**src/rtl/soc_system_status_temp_bed_if.sv**
```systemverilog
// Avalon-MM slave bus bundle for the bed-temperature status port.
// The master drives the strobes and write data; the slave returns read data.
interface soc_system_status_temp_bed_if;
  logic [1:0]  address;
  logic        chipselect;
  logic        read_n;
  logic        write_n;
  logic [31:0] writedata;
  logic [31:0] readdata;

  modport master (
    output address,
    output chipselect,
    output read_n,
    output write_n,
    output writedata,
    input  readdata
  );

  modport slave (
    input  address,
    input  chipselect,
    input  read_n,
    input  write_n,
    input  writedata,
    output readdata
  );
endinterface

```
**src/rtl/soc_system_status_temp_bed.sv**
```systemverilog
// Bed-temperature input port: latches ADC samples, compares them against the max-temperature limit,
// and exposes sample/status/mask/event registers with a level interrupt to the HPS.
module soc_system_status_temp_bed #(
  parameter int unsigned           DATA_WIDTH   = 12,
  parameter logic [DATA_WIDTH-1:0] RESET_SAMPLE = '0
) (
  input  logic                          clk,
  input  logic                          reset,
  soc_system_status_temp_bed_if.slave   bus,
  input  logic [DATA_WIDTH-1:0]         in_port,
  input  logic                          in_valid,
  input  logic [DATA_WIDTH-1:0]         limit,
  output logic                          irq
);

  localparam logic [1:0] AddrSample = 2'd0;
  localparam logic [1:0] AddrStatus = 2'd1;
  localparam logic [1:0] AddrMask   = 2'd2;
  localparam logic [1:0] AddrEvent  = 2'd3;

  logic [DATA_WIDTH-1:0] sample_q, sample_d;
  logic                  new_q, new_d;
  logic                  overrun_q, overrun_d;
  logic                  over_q, over_d;
  logic [2:0]            mask_q, mask_d;
  logic [2:0]            event_q, event_d;
  logic                  irq_q, irq_d;

  logic       rd, wr;
  logic       overrun_set, over_rise;
  logic [2:0] event_set, event_clr;
  logic       unused_wdata;

  assign rd           = bus.chipselect & ~bus.read_n;
  assign wr           = bus.chipselect & ~bus.write_n;
  assign unused_wdata = ^bus.writedata[31:3];

  always_comb begin
    sample_d    = in_valid ? in_port : sample_q;
    // Set wins over the read-side clear.
    new_d       = in_valid | (new_q & ~(rd && (bus.address == AddrSample)));
    overrun_set = in_valid & new_q;
    overrun_d   = overrun_set |
                  (overrun_q & ~(wr && (bus.address == AddrStatus) && bus.writedata[1]));
    // Compare uses the registered sample, so OVER trails a new sample by one cycle.
    over_d      = sample_q > limit;
    over_rise   = over_d & ~over_q;
    mask_d      = (wr && (bus.address == AddrMask)) ? bus.writedata[2:0] : mask_q;
    event_set   = {over_rise, overrun_set, in_valid};
    event_clr   = (wr && (bus.address == AddrEvent)) ? bus.writedata[2:0] : 3'b000;
    event_d     = event_set | (event_q & ~event_clr);
    irq_d       = |(event_q & mask_q);
  end

  always_ff @(posedge clk) begin
    if (reset) begin
      sample_q  <= RESET_SAMPLE;
      new_q     <= 1'b0;
      overrun_q <= 1'b0;
      over_q    <= 1'b0;
      mask_q    <= 3'b000;
      event_q   <= 3'b000;
      irq_q     <= 1'b0;
    end else begin
      sample_q  <= sample_d;
      new_q     <= new_d;
      overrun_q <= overrun_d;
      over_q    <= over_d;
      mask_q    <= mask_d;
      event_q   <= event_d;
      irq_q     <= irq_d;
    end
  end

  always_comb begin
    bus.readdata = 32'h0;
    unique case (bus.address)
      AddrSample: bus.readdata = {{(32 - DATA_WIDTH){1'b0}}, sample_q};
      AddrStatus: bus.readdata = {29'h0, over_q, overrun_q, new_q};
      AddrMask:   bus.readdata = {29'h0, mask_q};
      AddrEvent:  bus.readdata = {29'h0, event_q};
      default:    bus.readdata = 32'h0;
    endcase
  end

  assign irq = irq_q;

endmodule

```
**src/flat_wrapper.sv**
```systemverilog
// flat-port wrapper written by rule: the top's interface ports become plain ports
module soc_system_status_temp_bed_flat 
#(
  parameter int unsigned           DATA_WIDTH   = 12,
  parameter logic [DATA_WIDTH-1:0] RESET_SAMPLE = '0
)
  (clk, reset, in_port, in_valid, limit, irq, bus_address, bus_chipselect, bus_read_n, bus_write_n, bus_writedata, bus_readdata);
  soc_system_status_temp_bed_if bus_i ();
  input  logic clk;
  input  logic reset;
  input  logic [DATA_WIDTH-1:0] in_port;
  input  logic in_valid;
  input  logic [DATA_WIDTH-1:0] limit;
  output logic irq;
  input wire logic [$bits(bus_i.address)-1:0] bus_address;
  input wire logic [$bits(bus_i.chipselect)-1:0] bus_chipselect;
  input wire logic [$bits(bus_i.read_n)-1:0] bus_read_n;
  input wire logic [$bits(bus_i.write_n)-1:0] bus_write_n;
  input wire logic [$bits(bus_i.writedata)-1:0] bus_writedata;
  output wire logic [$bits(bus_i.readdata)-1:0] bus_readdata;
  assign bus_i.address = bus_address;
  assign bus_i.chipselect = bus_chipselect;
  assign bus_i.read_n = bus_read_n;
  assign bus_i.write_n = bus_write_n;
  assign bus_i.writedata = bus_writedata;
  assign bus_readdata = bus_i.readdata;
  soc_system_status_temp_bed #(.DATA_WIDTH(DATA_WIDTH), .RESET_SAMPLE(RESET_SAMPLE)) u_core (.clk(clk), .reset(reset), .bus(bus_i), .in_port(in_port), .in_valid(in_valid), .limit(limit), .irq(irq));
endmodule
```
**config.mk**
```make
export PLATFORM = sky130hd
export DESIGN_NAME = soc_system_status_temp_bed_flat
export DESIGN_NICKNAME = d
export VERILOG_FILES = /design/src/rtl/soc_system_status_temp_bed_if.sv /design/src/rtl/soc_system_status_temp_bed.sv /design/src/flat_wrapper.sv
export SDC_FILE = /design/constraint.sdc
export NUM_CORES = 1
export LEC_CHECK = 0
export CORE_MARGIN = 4
export CORE_UTILIZATION = 35
export CTS_CLUSTER_SIZE = 30
export DETAILED_ROUTE_END_ITERATION = 8
export PLACE_DENSITY = 0.91
export REMOVE_ABC_BUFFERS = 1
export SLEW_MARGIN = 20
export SYNTH_ARGS = -nofsm -noshare
export SYNTH_HDL_FRONTEND = slang
export SYNTH_SLANG_ARGS = --single-unit
export TNS_END_PERCENT = 50
```
**constraint.sdc**
```tcl
create_clock -name clk -period 2 [get_ports clk]
set_input_delay 0.4 -clock clk [delete_from_list [all_inputs] [get_ports clk]]
set_output_delay 0.4 -clock clk [all_outputs]
set_load 0.05 [all_outputs]
```
==> summary.md <==
| Metric | Value |
|---|---|
| Result of the run | completed |
| Cell variety after synth | 29 |
| Final critical path time including I/O delays and setup | 1.938 ns |
| Ratio of total power to cell area | 549.9 nW/um^2 |
| Biggest area consumer among synthesized cells | sky130_fd_sc_hd__dfxtp_1 |
| Share of the synthesized area in compound gates (AO/OA/AOI/OAI) | 0.07978 |
| CTS H-Tree Depth | 1 |
| Clock insertion delay at the later pin of the skew report | 0.26 ns |
| Multi-input combinational cell area | 892.1 um^2 |
| Cell at the root of the clock tree | sky130_fd_sc_hd__clkbuf_8 |
| Critical path launch point | limit[5] |
| Part of the power in combinational logic | 0.310 |
| Hold path startpoint | u_core.overrun_q$_SDFF_PP0_ |
| Remaining design rule violation count | 0 |
| Cell types occupying the most area after synthesis | sky130_fd_sc_hd__dfxtp_1, sky130_fd_sc_hd__buf_4, sky130_fd_sc_hd__ha_1 |
| Critical Path Stages | 8 |
| Setup violation total in the final timing report | 0 |
| Final Worst Setup Slack | 0.06190 ns |
| Seq pwr share | 0.418 |
| Non-filler cells in the finished layout | 254 |
| Share of post-route cells with drive strength above 1 | 0.1990 |
| Seq/Total Area, Yosys | 0.3191 |
| Core Box Area | 3744 um^2 |
| Endpoint kind of the worst setup timing path | flop |
| Dominant combinational cell family by area after synthesis | simple AND/OR/NAND/NOR gates |
| Area used by sequential logic in the layout | 440.4 um^2 |
| CP delay by family, top | compound AO/OA/AOI/OAI gates |
| Pin count of the biggest net entering global routing | 20 |
| Final weighted congestion in routability-driven placement | 0.8045 |
| Xor/xnor cell area share of the yosys netlist | 0 |
| Routed wire per std cell | 13.11 um |
| List of cells traversed by the critical path | clkdlybuf4s50_1, inv_1, ha_4, a21o_1, nand3_1, a21oi_1, o41a_1, a32o_1 |
| Placed instance count | 250 |
| Number of global-route vias before repair | 1221 |
| Adder-cell share of the synthesized area | 0.1088 |
| Number of cells on the worst reg-to-reg path | 6 |
| Internal cell power | 794.0 uW |
| Primary flip-flop cell chosen by synthesis mapping | sky130_fd_sc_hd__dfxtp_1 |
| Detailed-router iteration count before antenna repair | 4 |
| Commonest cells after routing, fill and taps aside | sky130_fd_sc_hd__clkdlybuf4s50_1, sky130_fd_sc_hd__dfxtp_1, sky130_fd_sc_hd__conb_1 |
| Hold Worst Slack | 0.4626 ns |
| Leading cell type in the layout, fill and taps excluded | sky130_fd_sc_hd__clkdlybuf4s50_1 |
| Vias/cell | 4.602 |
| Top-level port count | 97 |
| Number of buffers created by CTS | 3 |
| Max-slew violation count | 0 |
| Clock edge transition at the registers on the reported setup and hold paths | 0.08 ns |
| Peak per-stage delay on the critical path | 0.46 ns |
| Clk sinks | 22 |
| Quantity of hold-fixing buffers added after cts | 0 |
| HPWL Detailed | 2498 um |
| Seq cells post-synth | 22 |
| Number of buffer and inverter instances along the worst setup path | 2 |
| Drt total wl | 3330 um |
| Number of standard cells after synthesis | 155 |
| Largest fanout of any net on the critical path | 2 |
| Die span in x | 70.80 um |
| FFs w/ async S/R, synth | 0 |
| Grt ovf | 0 |
| Synthesized area per cell | 8.904 um^2 |
| Worst Hold Depth | 2 |
| Leak | 0.9725 nW |
| CTS tree | built |
| Maximum clock skew at final layout | 0.002287 ns |
| Reg-to-reg startpoint | u_core.sample_q[1]$_SDFFE_PP0P_ |
| Number of maximum-capacitance constraint violations | 0 |
| Start-to-end type of the worst setup path | in2reg |
| Placement Setup Slack | -0.3089 ns |
| Total global-route track usage | 0.1253 |
| Simple-gate share of the synthesized area | 0.1668 |
| Standard cell with the maximum stage delay on the critical path | sky130_fd_sc_hd__clkdlybuf4s50_1 |
| Critical Path Start Type | primary input |
| Die Height | 70.80 um |
| Fillers | 344 |
| Routed vias | 1169 |
| Path class of the lowest-slack min-delay path | reg2reg |
| Warnings, synthesis | 0 |
| Starting Density | 0.3686 |
| Die area | 5012 um^2 |
| Post-CTS Repair Setup Buffers | 0 |
| Hold Vio Cnt, Final | 0 |
| Clock Power Share | 0.272 |
| Post-Synthesis Cell Area | 1380 um^2 |
| CTS max path bufs | 2 |
| WP data required | 2.16 ns |
| Post-synth EDFFs | 0 |
| DRC marker count from the first detailed-route iteration | 21 |
| Register-to-register setup slack | 0.22 ns |
| Wire length of the first global-routing pass | 5140 um |
| Area share of the leading cell type in the synthesized netlist | 0.3191 |
| Switching component of the power | 369.5 uW |
| Post-route fraction of the period consumed by the critical path | 0.9690 |
| Antenna viol nets, final | 0 |
| Floorplan row count | 22 |
| RSZ-0062 raised after global routing | false |
| Utilization of the core after routing | 0.5652 |
| Initial antenna violation count | 0 |
| Diode insertion count for antenna repair | 0 |
| CP arrival | 2.09 ns |
| Proportion of total power due to net switching | 0.3176 |
| Count of input and output buffers | 47 |
| Achievable Freq | 516.0 MHz |
| Post-synthesis mux area share | 0.1578 |
| Synthesis-to-layout area growth | 53.31% |
| Nets | 283 |
| Maximum resistive drop on vdd | 0.3100 mV |
-- cell families (layout without fill, tap and decap cells) --
logic type,Yosys count,in the layout
AND/OR/NAND/NOR,46,46
buffers and inverters,40,72
flip-flops,22,22
multiplexers,18,18
AO/OA/AOI/OAI,16,16
adder cells (fa/ha/maj),12,12
other,1,20
-- layer usage --
layer	wire length (um)	global-route usage	up-vias
met5	0	0	-
met4	74	0.04384	0
met3	210	0.01705	9
met2	1741	0.2379	45
met1	1303	0.1411	535
li1	-	-	580
-- final timing paths --
check	end
setup / recovery	u_core.event_q[2]$_SDFF_PP0_
hold / removal	u_core.overrun_q$_SDFF_PP0_
setup reg to reg	u_core.event_q[2]$_SDFF_PP0_
hold reg to reg	u_core.overrun_q$_SDFF_PP0_
-- cell usage after synthesis (2+ instances only) --
cell type / instances
sky130_fd_sc_hd__dfxtp_1: 22
sky130_fd_sc_hd__buf_4: 20
sky130_fd_sc_hd__nor2_1: 20
sky130_fd_sc_hd__mux2i_1: 15
sky130_fd_sc_hd__inv_1: 14
sky130_fd_sc_hd__ha_1: 12
sky130_fd_sc_hd__and2_1: 9
sky130_fd_sc_hd__a21oi_1: 8
sky130_fd_sc_hd__nand2_1: 6
sky130_fd_sc_hd__clkbuf_1: 3
sky130_fd_sc_hd__mux4_2: 3
sky130_fd_sc_hd__nor2b_1: 3
sky130_fd_sc_hd__a21o_1: 2
sky130_fd_sc_hd__buf_2: 2
sky130_fd_sc_hd__nand4_1: 2
-- metrics by stage --
stage,area [um^2],setup TNS [ns],power (mW)
2_1_floorplan,1276,0,0.6870
3_3_place_gp,1942,-1.077,0.8256
3_5_place_dp,1942,-1.237,0.8333
4_1_cts,2009,0,1.150
5_1_grt,2116,0,1.214
6_report,2116,0,1.164
-- sequential cells by signal (all words and copies together) (netlist names) --
register and cells:
u_core.event_q 3, u_core.overrun_q 1, u_core.irq 1, u_core.mask_q 3
u_core.new_q 1, u_core.sample_q 12, u_core.over_q 1
-- repair_timing --
item / 4_1_cts / 5_1_grt
endpoints found under the setup margin: 13 / 1
gates resized for setup: 4 / 17
pin swaps: 2 / 14
-- tightest hold or removal path: stages, from the launching register on --
cell and delay (ns):
sky130_fd_sc_hd__dfxtp_1 0.32, sky130_fd_sc_hd__nand2_1 0.05, sky130_fd_sc_hd__a21oi_1 0.05
-- area by class of cell --
class | count | share of cell area
Multi-Input combinational cell | 112 | 0.4216
Timing Repair Buffer | 54 | 0.2910
Sequential cell | 22 | 0.2082
Tap cell | 48 | 0.02839
Clock buffer | 4 | 0.02602
Inverter | 14 | 0.02484
-- power groups by stage --
stage               clock network (mW)  logic, mW  registers, mW
floorplan                            0      0.201          0.486
global placement                     0      0.336          0.489
detailed placement                   0      0.343          0.491
CTS                              0.323      0.346          0.481
global route                     0.336      0.389          0.489
finish                           0.316      0.361          0.486
Power figures use the tool's default switching activity.
==> RTL edit: new RTL, same settings <==
Remove the case item `AddrSample` of the case on `bus.address`.
--- a/src/rtl/soc_system_status_temp_bed.sv
+++ b/src/rtl/soc_system_status_temp_bed.sv
@@ -75,7 +75,6 @@
   always_comb begin
     bus.readdata = 32'h0;
     unique case (bus.address)
-      AddrSample: bus.readdata = {{(32 - DATA_WIDTH){1'b0}}, sample_q};
       AddrStatus: bus.readdata = {29'h0, over_q, overrun_q, new_q};
       AddrMask:   bus.readdata = {29'h0, mask_q};
       AddrEvent:  bus.readdata = {29'h0, event_q};
Function: changed (Yosys sat finds a counterexample within 4 cycles, from zero or initial values and one cycle with reset high).
==> RTL edit against the original RTL <==
Cell area decreased by 13%; power rose by 5.5%; wire length down 12%; maximum frequency shrank 2.5%; area after synthesis hardly changed; sequential cell count did not move; synthesized cell count rose by 1.9%; die area hardly changed; largest cell class unchanged; utilization fell by 7.6 points; via count is 5.6% lower; count of clock-buffer cells in the layout is 1 lower; worst setup slack lost 0.050 ns; sequential share of layout area is 3.2 points higher; highest routed layer unchanged; global-route usage is 1.7 points lower.
==> RTL edit: results (changes against the original RTL) <==
run_status:
  status: "complete, no violations"
synthesis:
  avgSynthCellArea_sq_um: 8.74  # -1.8%
  yosysUniqueCellTypes: 30  # +3.4%
  ys.flop_type: "dfxtp_1"
  synth_common_cells: "29 x buf_4, 22 x dfxtp_1, 19 x nor2_1"
  ys_warn_count: 0  # unchanged
  synthTopCellsByArea: "dfxtp_1 32%, buf_4 16%, ha_1 11%"
  seq_area_frac_synth_pct: 31.9  # about the same
  synthArstFlopShare_pct: 0  # unchanged
grt:
  grt_use_total_pct: 10.9  # -1.7 points
  grt_max_degree: 16  # -20%
  grt_use_met1_pct: 11.6  # -2.5 points
  antenna_found_initial: 0  # unchanged
  met2_usage_pct: 20.8  # -3.0 points
  grt_pass1_wl_mm: 4.50  # -12%
  met3_usage_pct: 2.56  # +0.85 points
  grt_pass1_vias: 1068  # -13%
critical_path:
  ff2ff_setup_slack_ns: 0.26  # +0.04 ns
  slowest_delay_ns: 0.45
  critPathTopFamily: "compound AO/OA/AOI/OAI gates"
  worstPathMaxFanout: 2  # unchanged
  cp.arrival_ns: 2.15  # +0.06 ns
  crit_slowest_cell: "clkdlybuf4s50_1"
final_layout:
  layout-drive-gt1-share_pct: 9.50  # -10 points
  antenna_cells: 0  # unchanged
  fillCellCount: 374  # +8.7%
  nNetsFinal: 277  # -2.1%
  fin_cells: 248  # -2.4%
  largestRegisters: "u_core.sample_q (12), u_core.event_q (3), u_core.mask_q (3)"
clock_tree:
  postCtsSetupBuffers: 0  # unchanged
  clock_path_buffers: 2  # unchanged
  root_buffer: "clkbuf_8"
  clk_pin_slew_worst_paths_ns: 0.08  # about the same
  clk_latency_ns: 0.26  # about the same
  cts_buffers: 3  # unchanged
  htreeDepth: 1  # unchanged
timing:
  setup_ws_ns: 0.0118  # -0.0501 ns
  skew_ns: 0.00141  # -0.000878 ns
  drv_slew: 0  # unchanged
  worstMarginPinSlew_ns: 0.496
placement:
  port_buffers: 38  # -19%
  place_ws_ns: -0.299  # +0.00983 ns
  dp.cells: 244  # -2.4%
  dp_hpwl_mm: 2.31  # -7.3%
  gp_congestion: 0.886  # +10%
routing:
  drtIter0Drc: 13  # -38%
  avgViaCountPerCell: 4.45  # -3.4%
  avgRoutedWirePerCell_um: 11.8  # -9.9%
  dr.pass1.iters: 4  # unchanged
pwr:
  ir_drop_uv: 430  # +39%
  cellInternalPower_uw: 857  # +7.9%
  leakagePower_uw: 0.000865  # -11%
worst_hold_path:
  hp-class: "register to register"
[RTL edit: cell count changes in the layout (fill, tap and decap cells not counted), sizes merged, moves of 2 or more]
| cell | before | now |
|---|---|---|
| buf | 19 | 9 |
| mux4 | 3 | 0 |
| conb | 20 | 29 |
| mux2 | 0 | 2 |
| clkdlybuf4s50 | 28 | 34 |
| dlymetal6s2s | 5 | 0 |
| a22o | 0 | 3 |
| and2 | 9 | 1 |
[RTL edit: area by class of cell]
cell class / instances / area, sq um / area share (%)
clock buffers: 3 / 41.3 / 2.25
repair buffers: 44 / 429 / 23.4
flip-flops and latches: 22 / 440 / 24.0
inverters: 14 / 52.6 / 2.87
multi-input cells: 116 / 778 / 42.5
well taps: 48 / 60.1 / 3.28
clock inverters: 1 / 30.0 / 1.64
[RTL edit: repair_timing]
action | CTS | global route
resized for setup | 2 | 2
endpoints found under the hold margin | 0 | 0
endpoints found under the setup margin | 4 | 1
pin swaps | 0 | 7
[RTL edit: layer usage]
metal / part of all wire (%) / vias up
met5: 0 / -
met4: 1.1 / 0
met3: 7.6 / 6
met2: 55 / 41
met1: 36 / 501
li1: - / 555
[RTL edit: cell families after synthesis]
logic type	count (synthesis)	synth area share, %
other	1	0.271
AND/OR/NAND/NOR	38	13.0
AO/OA/AOI/OAI	20	10.2
adder cells (fa/ha/maj)	12	10.9
buffers and inverters	48	21.2
multiplexers	17	12.5
flip-flops	22	31.9
[RTL edit: final timing paths]
kind	from	to	cells past startpoint
max	limit[1]	u_core.event_q[2]	8
min reg2reg	u_core.overrun_q	u_core.overrun_q	2
max reg2reg	u_core.sample_q[1]	u_core.event_q[2]	6
min	u_core.overrun_q	u_core.overrun_q	2
[RTL edit: worst register-to-register path, cell delays in order (launching register included)]
cell and delay [ns]:
dfxtp_1 0.39, ha_4 0.22, nor2b_1 0.13, o211ai_1 0.23, a21boi_1 0.12, o41a_1 0.34
a32o_1 0.21
[RTL edit: per-stage QoR]
| stage | TNS [ns] | hold WS [ns] | total power [uW] | cell area (sq um) |
|---|---|---|---|---|
| finish | 0 | 0.467 | 1230 | 1830 |
| global route | -0.000766 | 0.513 | 1280 | 1830 |
| CTS | -0.0578 | 0.470 | 1230 | 1810 |
| detailed placement | -0.705 | 0.459 | 819 | 1740 |
| global placement | -0.720 | 0.450 | 812 | 1740 |
| floorplan | 0 | 0.428 | 697 | 1250 |
[RTL edit: power groups by stage]
stage | Sequential [uW] | Combinational [uW] | Clock [uW]
6_report | 479 | 338 | 410
5_1_grt | 482 | 362 | 433
4_1_cts | 478 | 333 | 415
3_5_place_dp | 488 | 331 | 0
3_3_place_gp | 486 | 326 | 0
2_1_floorplan | 484 | 213 | 0
